**config.mk**
```make
export PLATFORM = sky130hd
export DESIGN_NAME = multicycle_sequencer
export DESIGN_NICKNAME = d
export VERILOG_FILES = /design/src/rtl/cpu_pkg.sv /design/src/rtl/stage_skip_encoder.sv /design/src/rtl/multicycle_sequencer.sv
export SDC_FILE = /design/constraint.sdc
export NUM_CORES = 1
export LEC_CHECK = 0
export BUFFER_PORTS_ARGS = -buffer_cell sky130_fd_sc_hd__buf_2
export CAP_MARGIN = 20
export CORE_UTILIZATION = 56
export DETAILED_ROUTE_END_ITERATION = 6
export PLACE_DENSITY = 0.77
export SLEW_MARGIN = 25
export SYNTH_ARGS = -nofsm -noshare
export SYNTH_HDL_FRONTEND = slang
export SYNTH_SLANG_ARGS = --single-unit
```
**constraint.sdc**
```tcl
create_clock -name clk -period 2.6 [get_ports clk]
set_input_delay 0.52 -clock clk [delete_from_list [all_inputs] [get_ports clk]]
set_output_delay 0.52 -clock clk [all_outputs]
set_load 0.05 [all_outputs]
```
**src/rtl/cpu_pkg.sv**
```systemverilog
// Shared constants for the multicycle sequencer: FSM encodings, default sizing
// and the stage index type used by the sequencer and its skip encoder.
package cpu_pkg;

    localparam int DEF_NUM_STAGES = 5;
    localparam int DEF_TIMEOUT    = 255;

    localparam logic [1:0] ST_IDLE  = 2'd0;
    localparam logic [1:0] ST_RUN   = 2'd1;
    localparam logic [1:0] ST_ERROR = 2'd2;

    typedef logic [2:0] stage_idx_t;

endpackage

```
**src/rtl/stage_skip_encoder.sv**
```systemverilog
// Priority search for the lowest stage index above the current one whose skip
// bit is clear; o_valid low means the current stage is the last to execute.
module stage_skip_encoder
    import cpu_pkg::*;
#(
    parameter int NUM_STAGES = DEF_NUM_STAGES
) (
    input  stage_idx_t            i_cur,
    input  logic [NUM_STAGES-1:0] i_skip,
    output stage_idx_t            o_next,
    output logic                  o_valid
);

    // Scan from the top down so the lowest qualifying index is written last.
    always_comb begin
        o_next  = 3'd0;
        o_valid = 1'b0;
        for (int i = NUM_STAGES - 1; i >= 0; i--) begin
            if ((i > int'(i_cur)) && !i_skip[i]) begin
                o_next  = stage_idx_t'(i);
                o_valid = 1'b1;
            end else begin
                o_valid = o_valid;
            end
        end
    end

endmodule

```
**src/rtl/multicycle_sequencer.sv**
```systemverilog
// Multicycle instruction sequencer: steps a one-hot stage enable through the
// stages, honours a decode-time skip mask, counts retires and traps stalls.
module multicycle_sequencer
    import cpu_pkg::*;
#(
    parameter int NUM_STAGES   = DEF_NUM_STAGES,
    parameter int DECODE_STAGE = 1,
    parameter int TIMEOUT      = DEF_TIMEOUT,
    parameter int CNT_W        = 32
) (
    input  logic                  clk,
    input  logic                  nreset,
    input  logic                  start,
    input  logic                  halt_req,
    input  logic [NUM_STAGES-1:0] stage_ready,
    input  logic [NUM_STAGES-1:0] stage_skip,
    input  logic                  err_clear,
    output logic [NUM_STAGES-1:0] stage_go,
    output logic [2:0]            stage_idx,
    output logic                  busy,
    output logic                  retire,
    output logic [CNT_W-1:0]      instr_count,
    output logic                  timeout_err
);

    localparam int                    WAIT_W    = 16;
    localparam logic [WAIT_W-1:0]     WAIT_LAST = WAIT_W'(TIMEOUT - 1);
    localparam stage_idx_t            DEC_IDX   = stage_idx_t'(DECODE_STAGE);
    localparam logic [NUM_STAGES-1:0] GO_FIRST  = {{(NUM_STAGES-1){1'b0}}, 1'b1};
    localparam logic [NUM_STAGES-1:0] GO_NONE   = {NUM_STAGES{1'b0}};

    logic [1:0]            r_state;
    stage_idx_t            r_idx;
    logic [NUM_STAGES-1:0] r_go;
    logic                  r_busy;
    logic                  r_err;
    logic [WAIT_W-1:0]     r_wait;
    logic [NUM_STAGES-1:0] r_skip;
    logic [CNT_W-1:0]      r_count;

    logic [1:0]            w_next_state;
    stage_idx_t            w_next_idx;
    logic [NUM_STAGES-1:0] w_next_go;
    logic                  w_next_err;
    logic [WAIT_W-1:0]     w_next_wait;
    logic [NUM_STAGES-1:0] w_next_skip;
    logic                  w_retire;
    logic                  w_ready;
    logic [NUM_STAGES-1:0] w_skip_ok;
    logic [NUM_STAGES-1:0] w_mask;
    stage_idx_t            w_enc_next;
    logic                  w_enc_valid;
    logic [NUM_STAGES-1:0] w_enc_go;

    // Stages up to and including decode can never be bypassed.
    for (genvar g = 0; g < NUM_STAGES; g++) begin : g_skip_ok
        assign w_skip_ok[g] = (g > DECODE_STAGE) ? 1'b1 : 1'b0;
    end

    assign w_ready  = stage_ready[r_idx];
    // At decode exit the live mask steers the very next step; later stages use the latched copy.
    assign w_mask   = (r_idx == DEC_IDX) ? (stage_skip & w_skip_ok) : r_skip;
    assign w_enc_go = GO_FIRST << w_enc_next;

    stage_skip_encoder #(
        .NUM_STAGES (NUM_STAGES)
    ) u_skip_enc (
        .i_cur   (r_idx),
        .i_skip  (w_mask),
        .o_next  (w_enc_next),
        .o_valid (w_enc_valid)
    );

    // Next-state and next-output decode for the IDLE/RUN/ERROR machine.
    always_comb begin
        w_next_state = r_state;
        w_next_idx   = r_idx;
        w_next_go    = r_go;
        w_next_err   = r_err;
        w_next_wait  = r_wait;
        w_next_skip  = r_skip;
        w_retire     = 1'b0;
        case (r_state)
            ST_IDLE: begin
                if (start && !r_err) begin
                    w_next_state = ST_RUN;
                    w_next_idx   = 3'd0;
                    w_next_go    = GO_FIRST;
                    w_next_wait  = {WAIT_W{1'b0}};
                end else begin
                    w_next_go    = GO_NONE;
                end
            end
            ST_RUN: begin
                if (w_ready) begin
                    w_next_wait = {WAIT_W{1'b0}};
                    if (r_idx == DEC_IDX) begin
                        w_next_skip = w_mask;
                    end else begin
                        w_next_skip = r_skip;
                    end
                    if (w_enc_valid) begin
                        w_next_idx = w_enc_next;
                        w_next_go  = w_enc_go;
                    end else begin
                        w_retire    = 1'b1;
                        w_next_skip = {NUM_STAGES{1'b0}};
                        w_next_idx  = 3'd0;
                        if (halt_req) begin
                            w_next_state = ST_IDLE;
                            w_next_go    = GO_NONE;
                        end else begin
                            w_next_go    = GO_FIRST;
                        end
                    end
                end else if (r_wait == WAIT_LAST) begin
                    // The TIMEOUT-th consecutive stall cycle traps; a ready in that cycle still wins.
                    w_next_state = ST_ERROR;
                    w_next_err   = 1'b1;
                    w_next_go    = GO_NONE;
                    w_next_idx   = 3'd0;
                    w_next_wait  = {WAIT_W{1'b0}};
                    w_next_skip  = {NUM_STAGES{1'b0}};
                end else begin
                    w_next_wait  = r_wait + 16'd1;
                end
            end
            ST_ERROR: begin
                if (err_clear) begin
                    w_next_state = ST_IDLE;
                    w_next_err   = 1'b0;
                end else begin
                    w_next_state = ST_ERROR;
                end
            end
            default: begin
                w_next_state = ST_IDLE;
                w_next_idx   = 3'd0;
                w_next_go    = GO_NONE;
                w_next_err   = 1'b0;
                w_next_wait  = {WAIT_W{1'b0}};
                w_next_skip  = {NUM_STAGES{1'b0}};
            end
        endcase
    end

    // State, registered outputs and retire counter.
    always_ff @(posedge clk or posedge nreset) begin
        if (nreset) begin
            r_state <= ST_IDLE;
            r_idx   <= 3'd0;
            r_go    <= GO_NONE;
            r_busy  <= 1'b0;
            r_err   <= 1'b0;
            r_wait  <= {WAIT_W{1'b0}};
            r_skip  <= {NUM_STAGES{1'b0}};
            r_count <= {CNT_W{1'b0}};
        end else begin
            r_state <= w_next_state;
            r_idx   <= w_next_idx;
            r_go    <= w_next_go;
            r_busy  <= (w_next_state == ST_RUN);
            r_err   <= w_next_err;
            r_wait  <= w_next_wait;
            r_skip  <= w_next_skip;
            if (w_retire) begin
                r_count <= r_count + {{(CNT_W-1){1'b0}}, 1'b1};
            end else begin
                r_count <= r_count;
            end
        end
    end

    assign stage_go    = r_go;
    assign stage_idx   = r_idx;
    assign busy        = r_busy;
    assign retire      = w_retire;
    assign instr_count = r_count;
    assign timeout_err = r_err;

endmodule

```
==> results of run 1 <==
-- final timing paths --
kind,end,slack [ns]
hold reg to reg,stage_go[4],0.48
min in group clk,r_skip[2],0.47
setup / recovery,retire,0.13
max in group asynchronous,stage_idx[0],2.05
setup reg to reg,stage_go[0],0.48
hold / removal,instr_count[8],0.24
-- layout by cell type, fill, tap and decap left out, types with 2 or more instances in the layout --
cell type / instances
dfrtp_1: 62
buf_2: 54
xnor2_1: 34
nor2_1: 32
nand3_1: 27
nand4_1: 25
nand2_1: 24
and3_1: 15
clkbuf_8: 10
inv_1: 9
xor2_1: 9
nor3_1: 8
o21ai_0: 8
and4_1: 7
and2_1: 5
o2bb2ai_1: 4
a21o_1: 4
buf_4: 4
mux2i_1: 3
nor4_1: 3
nor3b_1: 3
a32oi_1: 3
ha_1: 3
nand2b_1: 2
o32ai_1: 2
clkbuf_1: 2
dfrtp_2: 2
-- what timing repair did --
| action | 4_1_cts | 5_1_grt |
|---|---|---|
| gates resized for setup | 3 | 2 |
| setup endpoints to repair | 1 | 1 |
| pin swaps | 0 | 1 |
| buffers inserted | 0 | 1 |
-- area by class of cell --
cell class                 instances  area [sq um]
clock buffer                      12         145.1
clock inverter                     1         30.03
fill                             437          1784
inverter                          10         37.54
multi-input combinational        247          1623
sequential                        64          1604
tap                               72         90.09
timing repair buffer              60         327.8
-- logic make-up after synthesis --
logic type	count (synthesis)	share of synthesized area
and+or+nand+nor	160	0.2578
DFF	64	0.4769
xor gates and xnor gates	43	0.1121
AOI/OAI and AO/OA	37	0.08756
buffers and inverters	26	0.04210
muxes	4	0.01230
adders and majority gates	3	0.01118
-- sequential cells by signal, summed over array words and instances, names as in the netlist --
signal	cells
busy	1
r_state	2
stage_go	5
r_wait	16
r_skip	4
instr_count	32
timeout_err	1
stage_idx	3
-- metal layers --
layer,track usage,vias up,part of all wire
met5,0,-,0
met4,0.09636,0,0.017
met3,0.04686,13,0.044
met2,0.3838,75,0.46
met1,0.3479,1336,0.48
li1,-,1314,-
-- worst max-delay path: cells and delay by family, from the launching register on --
kind | cells | cell delay (ns)
AOI/OAI and AO/OA | 2 | 0.58
buffers and inverters | 1 | 0.24
DFF | 1 | 0.49
muxes | 1 | 0.15
and+or+nand+nor | 1 | 0.18
-- through the flow --
step | setup WS, ns | instance area (sq um) | hold WS [ns] | instances
2_1_floorplan | 0.2426 | 3358 | 0.4781 | 337
3_3_place_gp | 0.3719 | 3662 | 0.4584 | 452
3_5_place_dp | 0.3148 | 3662 | 0.4702 | 452
4_1_cts | 0.06814 | 3842 | 0.2693 | 465
5_1_grt | 0.03031 | 3857 | 0.2747 | 466
6_report | 0.1268 | 3857 | 0.2399 | 466
-- power groups by stage --
stage | combinational [W] | sequential [W] | clock (W)
2_1_floorplan | 0.000726 | 0.00146 | 0
3_3_place_gp | 0.00109 | 0.00129 | 0
3_5_place_dp | 0.00113 | 0.00129 | 0
4_1_cts | 0.00113 | 0.00128 | 0.000808
5_1_grt | 0.00126 | 0.00131 | 0.000858
6_report | 0.00115 | 0.00128 | 0.000794
==> results.cfg, run 1 <==
[yosys]
synth_fp_nets = 355
yosys.cell_count.top_type = dfrtp_1
synth_seq_cells = 64
synth-seq-area-share = 0.4769
synth_area_sq_um = 3358
syn_inst = 337
synth.area.top_cells = dfrtp_1 48%, xnor2_1 8.9%, nand4_1 4.7%, nand3_1 4.2%, nor2_1 3.7%
yosys_warnings = 0
synth_top_area_cell = dfrtp_1
synth_commonest_cells = 64 x dfrtp_1, 34 x xnor2_1, 33 x nor2_1
synth-edff-count = 0
avgSynthCellArea_sq_um = 9.965
synth_top_area_frac = 0.4769
synthArstFlopShare = 1.000
synthFlopType = dfrtp_1
ys_types = 50

[place]
gpl.final_weighted_congestion = 0.8228
dp_hpwl_um = 4913
io_buffers = 55

[floorplanning]
row_count = 27
die_y_um = 79.44
io_pins = 58
die_w_um = 79.44
core_sq_um = 5642
dieArea_sq_um = 6311
initial_utilization = 0.5953

[cells_and_area]
utilization = 0.6837
area_growth_pct = 14.87
n_antenna_cell = 0
layout.nets = 410
drive_above_1_share = 0.2132

[clock_tree]
cts.path.max_buffers = 2
cts_tree = yes
clock_sinks = 64
cts-buffers-inserted = 9
clk_pin_slew_ns = 0.07
clockRootBuffer = clkbuf_8
clk_latency_ns = 0.32
htreeDepth = 3
cts_hold_repair.buffers = 0

[timing]
timing.fmax_mhz = 404.3
rsz0062_at_grt = false
drv_slew = 0
setup_viol = 0
max_slew_margin = 0.6560
tns_ns = 0
tightest_slew_ns = 0.5160
finalHoldViolCount = 0
final.setup_skew_ns = 0.007304
finalCritPeriodShare = 0.9512
finalCriticalPeriod_ns = 2.473

[power_and_ir_drop]
p_switching_w = 0.001296
p_clk_frac = 0.246
finalPower_w = 0.003224
pwr-share-seq = 0.398
powerDensity_nw_per_um2 = 835.7
p_leak_nw = 1.795
p_int_w = 0.001927
vdd.ir_drop.worst_mv = 0.7569
p_sw_frac = 0.4021
p_comb_frac = 0.356

[critical_path]
crit_start = stage_idx[2]
crit_arrival_ns = 1.95
cp.required_ns = 2.08
path_max_fanout = 10
timing_worst_setup_path_type = flip-flop to output pin
slowest_delay_ns = 0.49
ff2ff_path_depth = 7
worstSetupStartpointType = flip-flop
path_cells = mux2i_1 > o32a_1 > a21oi_4 > and2_1 > clkbuf_4
r2r-start = r_wait[0]
end_kind = output pin
cpMaxStageDelayCell = dfrtp_2

[grt]
first_global_vias = 2588
grt_usage = 0.2492
grt_overflow = 0
grt_first_pass_wirelength_um = 12170
grt_max_degree = 65
grt_antenna_before_repair = 0

[routing]
antenna_left = 0
viasPerCell = 5.876
drt-initial-drc-count = 168
num_vias = 2738
drc = 0
wl_um = 7136
drtPass1Iterations = 5
wl_per_cell_um = 15.31

[min_path]
hold_class = input port to async pin

[status]
status = complete, no violations

[run]
maxCapViolCount = 0
Note: power is estimated with default switching activity, not from simulation.
==> run 2: changes to the inputs <==
ABC_AREA = 1   (was unset)
CORE_UTILIZATION = 62   (was 56)
PLACE_DENSITY = 0.83   (was 0.77)
clock period = 3 ns   (was 2.6 ns; I/O delays follow)
==> run 2 against run 1 <==
- clock skew is essentially flat
- cell count grew 45%
- critical endpoint unchanged
- sequential share of layout area shrank 4.3 points
- first-iteration DRC count grew 4.8%
- highest routed layer unchanged
- area after synthesis grew 13%
- non-clock buffer count is the same
==> results.cfg, run 2 <==
[critical_path]
end_kind = output pin
cpMaxStageDelayCell = dfrtp_1
crit_arrival_ns = 1.94
slowest_delay_ns = 0.44
cp.required_ns = 2.40
path_delay_family = simple AND/OR/NAND/NOR gates
timing_worst_setup_path_type = flip-flop to output pin
worstSetupStartpointType = flip-flop
path_max_fanout = 10
cp_num_buf_inv = 4
path_cells = nor2_4 > nand2_2 > clkinv_1 > nand2_2 > nand3_4 > nand2_4 > inv_4 > nand2_4 > inv_4 > buf_2

[timing]
tightest_slew_ns = 0.7352
drv_slew = 0
final.setup_skew_ns = 0.007047
finalCriticalPeriod_ns = 2.537
finalCritPeriodShare = 0.8455
timing.fmax_mhz = 394.2
rsz0062_at_grt = false
max_slew_margin = 0.5092
setup_viol = 0
tns_ns = 0
finalHoldViolCount = 0

[cells_and_area]
n_antenna_cell = 0
seq_area_sq_um = 1602
design_area_sq_um = 4295
utilization = 0.7255
drive_above_1_share = 0.1429
num-fill-cells = 487
largest_reg_flops = 32
final_cell_mix = 201 x nand2_1, 68 x nor2_1, 64 x dfrtp_1
multiInputGateArea_sq_um = 1948
layout.nets = 617
final_cells = 677
area_growth_pct = 12.89
layout_commonest_cell = nand2_1

[clock_tree]
clk_latency_ns = 0.34
cts_tree = yes
htreeDepth = 3
cts_hold_repair.buffers = 0
clk_pin_slew_ns = 0.07
cts_resized = 0
cts.path.max_buffers = 2
post_cts_buffers = 0
clock_sinks = 64
clockRootBuffer = clkbuf_8
cts-buffers-inserted = 9

[yosys]
synth_top_area_frac = 0.4209
synthArstFlopShare = 1.000
synth_seq_cells = 64
synth.area.top_cells = dfrtp_1 42%, nand2_1 20%, nor2_1 6.7%, nand3_1 4.9%, inv_1 4.3%
synth-seq-area-share = 0.4209
yosys_warnings = 0
avgSynthCellArea_sq_um = 7.099
syn_inst = 536
synth_commonest_cells = 201 x nand2_1, 68 x nor2_1, 64 x dfrtp_1
ys_types = 31
synth-edff-count = 0
yosys.cell_count.top_type = nand2_1
synth_fp_nets = 554
synth_area_sq_um = 3805
synthFlopType = dfrtp_1
synth_top_area_cell = dfrtp_1

[power_and_ir_drop]
powerDensity_nw_per_um2 = 671.7
finalPower_w = 0.002885
vdd.ir_drop.worst_mv = 0.5029
p_leak_nw = 2.210

[routing]
num_vias = 3614
viasPerCell = 5.338
drt-initial-drc-count = 176
drc = 0
wl_um = 8785
antenna_left = 0
drtPass1Iterations = 5
wl_per_cell_um = 12.98

[grt]
grt_usage = 0.2931
grt_overflow = 0
grt_max_degree = 36
first_global_vias = 3297
grt_antenna_before_repair = 0
grt_first_pass_wirelength_um = 14480

[floorplanning]
die_y_um = 80.34
io_pins = 58
core_sq_um = 5921
dieArea_sq_um = 6455
row_count = 28
die_w_um = 80.34
initial_utilization = 0.6426

[place]
placed_area_sq_um = 4141
io_buffers = 55
dp_hpwl_um = 6670
dp_cells = 663
gpl.final_weighted_congestion = 0.9317

[min_path]
hold_class = input port to async pin

[run]
maxCapViolCount = 0

[status]
status = complete, no violations
[run 2: cell families (layout without fill, tap and decap cells)]
family,Yosys count,count (layout),share of synthesized area
buffers and inverters,56,122,0.06708
AND/OR/NAND/NOR,350,350,0.3916
XOR/XNOR,26,26,0.05985
AO/OA/AOI/OAI,37,37,0.05064
flip-flops,64,64,0.4209
adder cells (fa/ha/maj),3,3,0.009866
[run 2: stage by stage]
| step | setup slack [ns] | hold WS (ns) |
|---|---|---|
| 2_1_floorplan | 0.7029 | 0.4422 |
| 3_3_place_gp | 0.7668 | 0.4575 |
| 3_5_place_dp | 0.7623 | 0.4577 |
| 4_1_cts | 0.4481 | 0.3937 |
| 5_1_grt | 0.3346 | 0.4505 |
| 6_report | 0.4634 | 0.3812 |
[run 2: final timing paths]
path                               from               to  slack (ns)  depth (start not counted)
hold reg to reg             stage_go[3]      stage_go[3]        0.47                          2
min in group clk              err_clear       r_state[1]        0.45                          2
setup / recovery           stage_idx[1]           retire        0.46                         10
max in group asynchronous        nreset  instr_count[22]        1.92                          3
hold / removal                   nreset   instr_count[5]        0.38                          2
setup reg to reg           stage_idx[1]   instr_count[9]        0.99                         13
[run 2: metal layers]
layer | share of wire | wire length (um) | track usage
met5 | 0 | 0 | 0
met4 | 0.030 | 262 | 0.1464
met3 | 0.038 | 331 | 0.04091
met2 | 0.49 | 4276 | 0.4992
met1 | 0.45 | 3914 | 0.3607
[run 2: area by class of cell]
type / count / area share
clock inverter: 1 / 0.001165
sequential: 64 / 0.3729
timing repair buffer: 60 / 0.07282
multi-input combinational: 416 / 0.4535
tap: 75 / 0.02185
inverter: 48 / 0.04311
clock buffer: 13 / 0.03466
[run 2: worst reg2reg max path: cells and delay by family, from the launching register on]
family,cells,cell delay (ns)
buf+inv,4,0.56
flops,1,0.44
simple gates,9,0.93
[run 2: power breakdown]
group	total [W]	switching [W]	internal [W]	leakage [nW]
sequential	0.00109	0.000107	0.000984	0.840
clock	0.000629	0.000316	0.000313	0.0794
combinational	0.00116	0.000877	0.000287	1.29
==> run 3: changes to the inputs <==
CORE_UTILIZATION = 52   (was 62)
PLACE_DENSITY = 0.74   (was 0.83)
clock period = 2.3 ns   (was 3 ns; I/O delays follow)
==> run 3 against run 2 <==
- cell count increased by 4.1%
- cell area rose by 2.7%
- clock-buffer cell count decreased by 3
- sequential share of layout area shrank 0.94 points
- critical path type unchanged
- largest power group unchanged
==> results.cfg, run 3 (synthesized netlist as in run 2, its figures left out) <==
[place]
dp_hpwl_um = 6806
io_buffers = 55
dp_slack_ns = 0.2715
placed_area_sq_um = 4188
gpl.final_weighted_congestion = 0.8971

[critical_path]
slowest_delay_ns = 0.44
path_delay_family = simple AND/OR/NAND/NOR gates
cpMaxStageDelayCell = dfrtp_2
crit_arrival_ns = 1.78
path_cells = nor2_4 > buf_4 > nand3_1 > nand2_2 > nor2_4 > nand2_4 > inv_4 > buf_8
r2r-start = stage_idx[1]
cp_num_buf_inv = 3
timing_worst_setup_path_type = flip-flop to output pin
crit_start = stage_idx[1]
path_max_fanout = 7
path_common_cell = nor2_4
worst-r2r-setup-slack_ns = 0.35
end_kind = output pin
cp.required_ns = 1.84
crit_cells = 8
crit_end = retire
r2r-end = instr_count[9]
worstSetupStartpointType = flip-flop
ff2ff_path_depth = 11

[timing]
rsz0062_at_grt = true
tightest_slew_ns = 0.5006
max_slew_margin = 0.6637
drv_slew = 0
final.setup_skew_ns = 0.01134
finalHoldViolCount = 0
finalCritPeriodShare = 0.9756
holdWs_ns = 0.1146
timing.fmax_mhz = 445.7
finalCriticalPeriod_ns = 2.244
setup_slack_ns = 0.05614
setup_viol = 0

[clock_tree]
cts.path.max_buffers = 2
cts-buffers-inserted = 9
cts_tree = yes
clk_pin_slew_ns = 0.08
htreeDepth = 3
cts_hold_repair.buffers = 0
clk_latency_ns = 0.34
clock_sinks = 64
clockRootBuffer = clkbuf_8

[floorplanning]
core_sq_um = 6944
io_pins = 58
dieArea_sq_um = 7663
initial_utilization = 0.5479
row_count = 30
die_y_um = 87.54
die_w_um = 87.54

[power_and_ir_drop]
vdd.ir_drop.worst_mv = 0.7449
p_comb_frac = 0.416
powerDensity_nw_per_um2 = 887.3
p_sw_frac = 0.4547
pwr-share-seq = 0.364
p_int_w = 0.002135
p_clk_frac = 0.220
p_leak_nw = 2.253
p_switching_w = 0.001780

[cells_and_area]
final_cell_mix = 199 x nand2_1, 68 x nor2_1, 62 x dfrtp_1
design_area_sq_um = 4413
seq_area_sq_um = 1604
multiInputGateArea_sq_um = 1958
area_growth_pct = 15.98
n_antenna_cell = 0
num-fill-cells = 669
layout.nets = 622
drive_above_1_share = 0.1658
utilization = 0.6355
layout_commonest_cell = nand2_1
largest_reg_flops = 32

[routing]
wl_um = 9227
wl_per_cell_um = 13.09
viasPerCell = 5.237
drt-initial-drc-count = 251
antenna_left = 0
num_vias = 3692
drtPass1Iterations = 5
drc = 0

[grt]
grt_max_degree = 46
grt_overflow = 0
grt_usage = 0.2626
first_global_vias = 3338
grt_antenna_before_repair = 0
grt_first_pass_wirelength_um = 15610

[run]
maxCapViolCount = 0

[min_path]
hold_class = input port to async pin

[status]
status = complete, no violations
==> run 3: repair_timing <==
item	in CTS	in global routing
setup buffers	0	4
setup endpoints to repair	1	1
pin swaps	1	2
gates resized for setup	3	5
==> run 3: worst min path at each step <==
stage | from | endpoint | cells after the start
finish | nreset | instr_count[6] | 2
global route | nreset | instr_count[18] | 2
CTS | nreset | instr_count[6] | 2
detailed placement | stage_go[3] | stage_go[3] | 2
global placement | stage_go[3] | stage_go[3] | 2
floorplan | r_skip[2] | r_skip[2] | 2
==> run 3: area by class of cell <==
class	count	share of cell area
clock buffers	10	0.03119
clock inverters	6	0.007939
inverters	48	0.04196
multi-input cells	416	0.4437
flip-flops and latches	64	0.3635
well taps	96	0.02722
repair buffers	65	0.08449
==> run 3: routing by layer <==
layer	global-route usage	share of wire	wire length [um]	vias to the layer above
met4	0.1118	0.022	201	0
met2	0.3849	0.44	4052	139
met5	0	0	0	-
met3	0.04901	0.065	601	23
li1	-	-	-	1831
met1	0.3811	0.47	4371	1699
==> run 3: through the flow <==
step | total power [W] | instances | TNS (ns)
after CTS | 0.003868 | 701 | 0
final | 0.003916 | 705 | 0
after detailed placement | 0.003008 | 685 | 0
after global routing | 0.004170 | 705 | -0.02377
after floorplan | 0.002614 | 536 | 0
after global placement | 0.002975 | 685 | 0
==> run 3: power groups by stage <==
stage                     combinational (W)  clock [W]  sequential, W
final                               0.00163   0.000862        0.00142
after global routing                0.00179   0.000930        0.00145
after CTS                           0.00157   0.000875        0.00142
after detailed placement            0.00156          0        0.00144
after global placement              0.00154          0        0.00144
after floorplan                    0.000829          0        0.00178
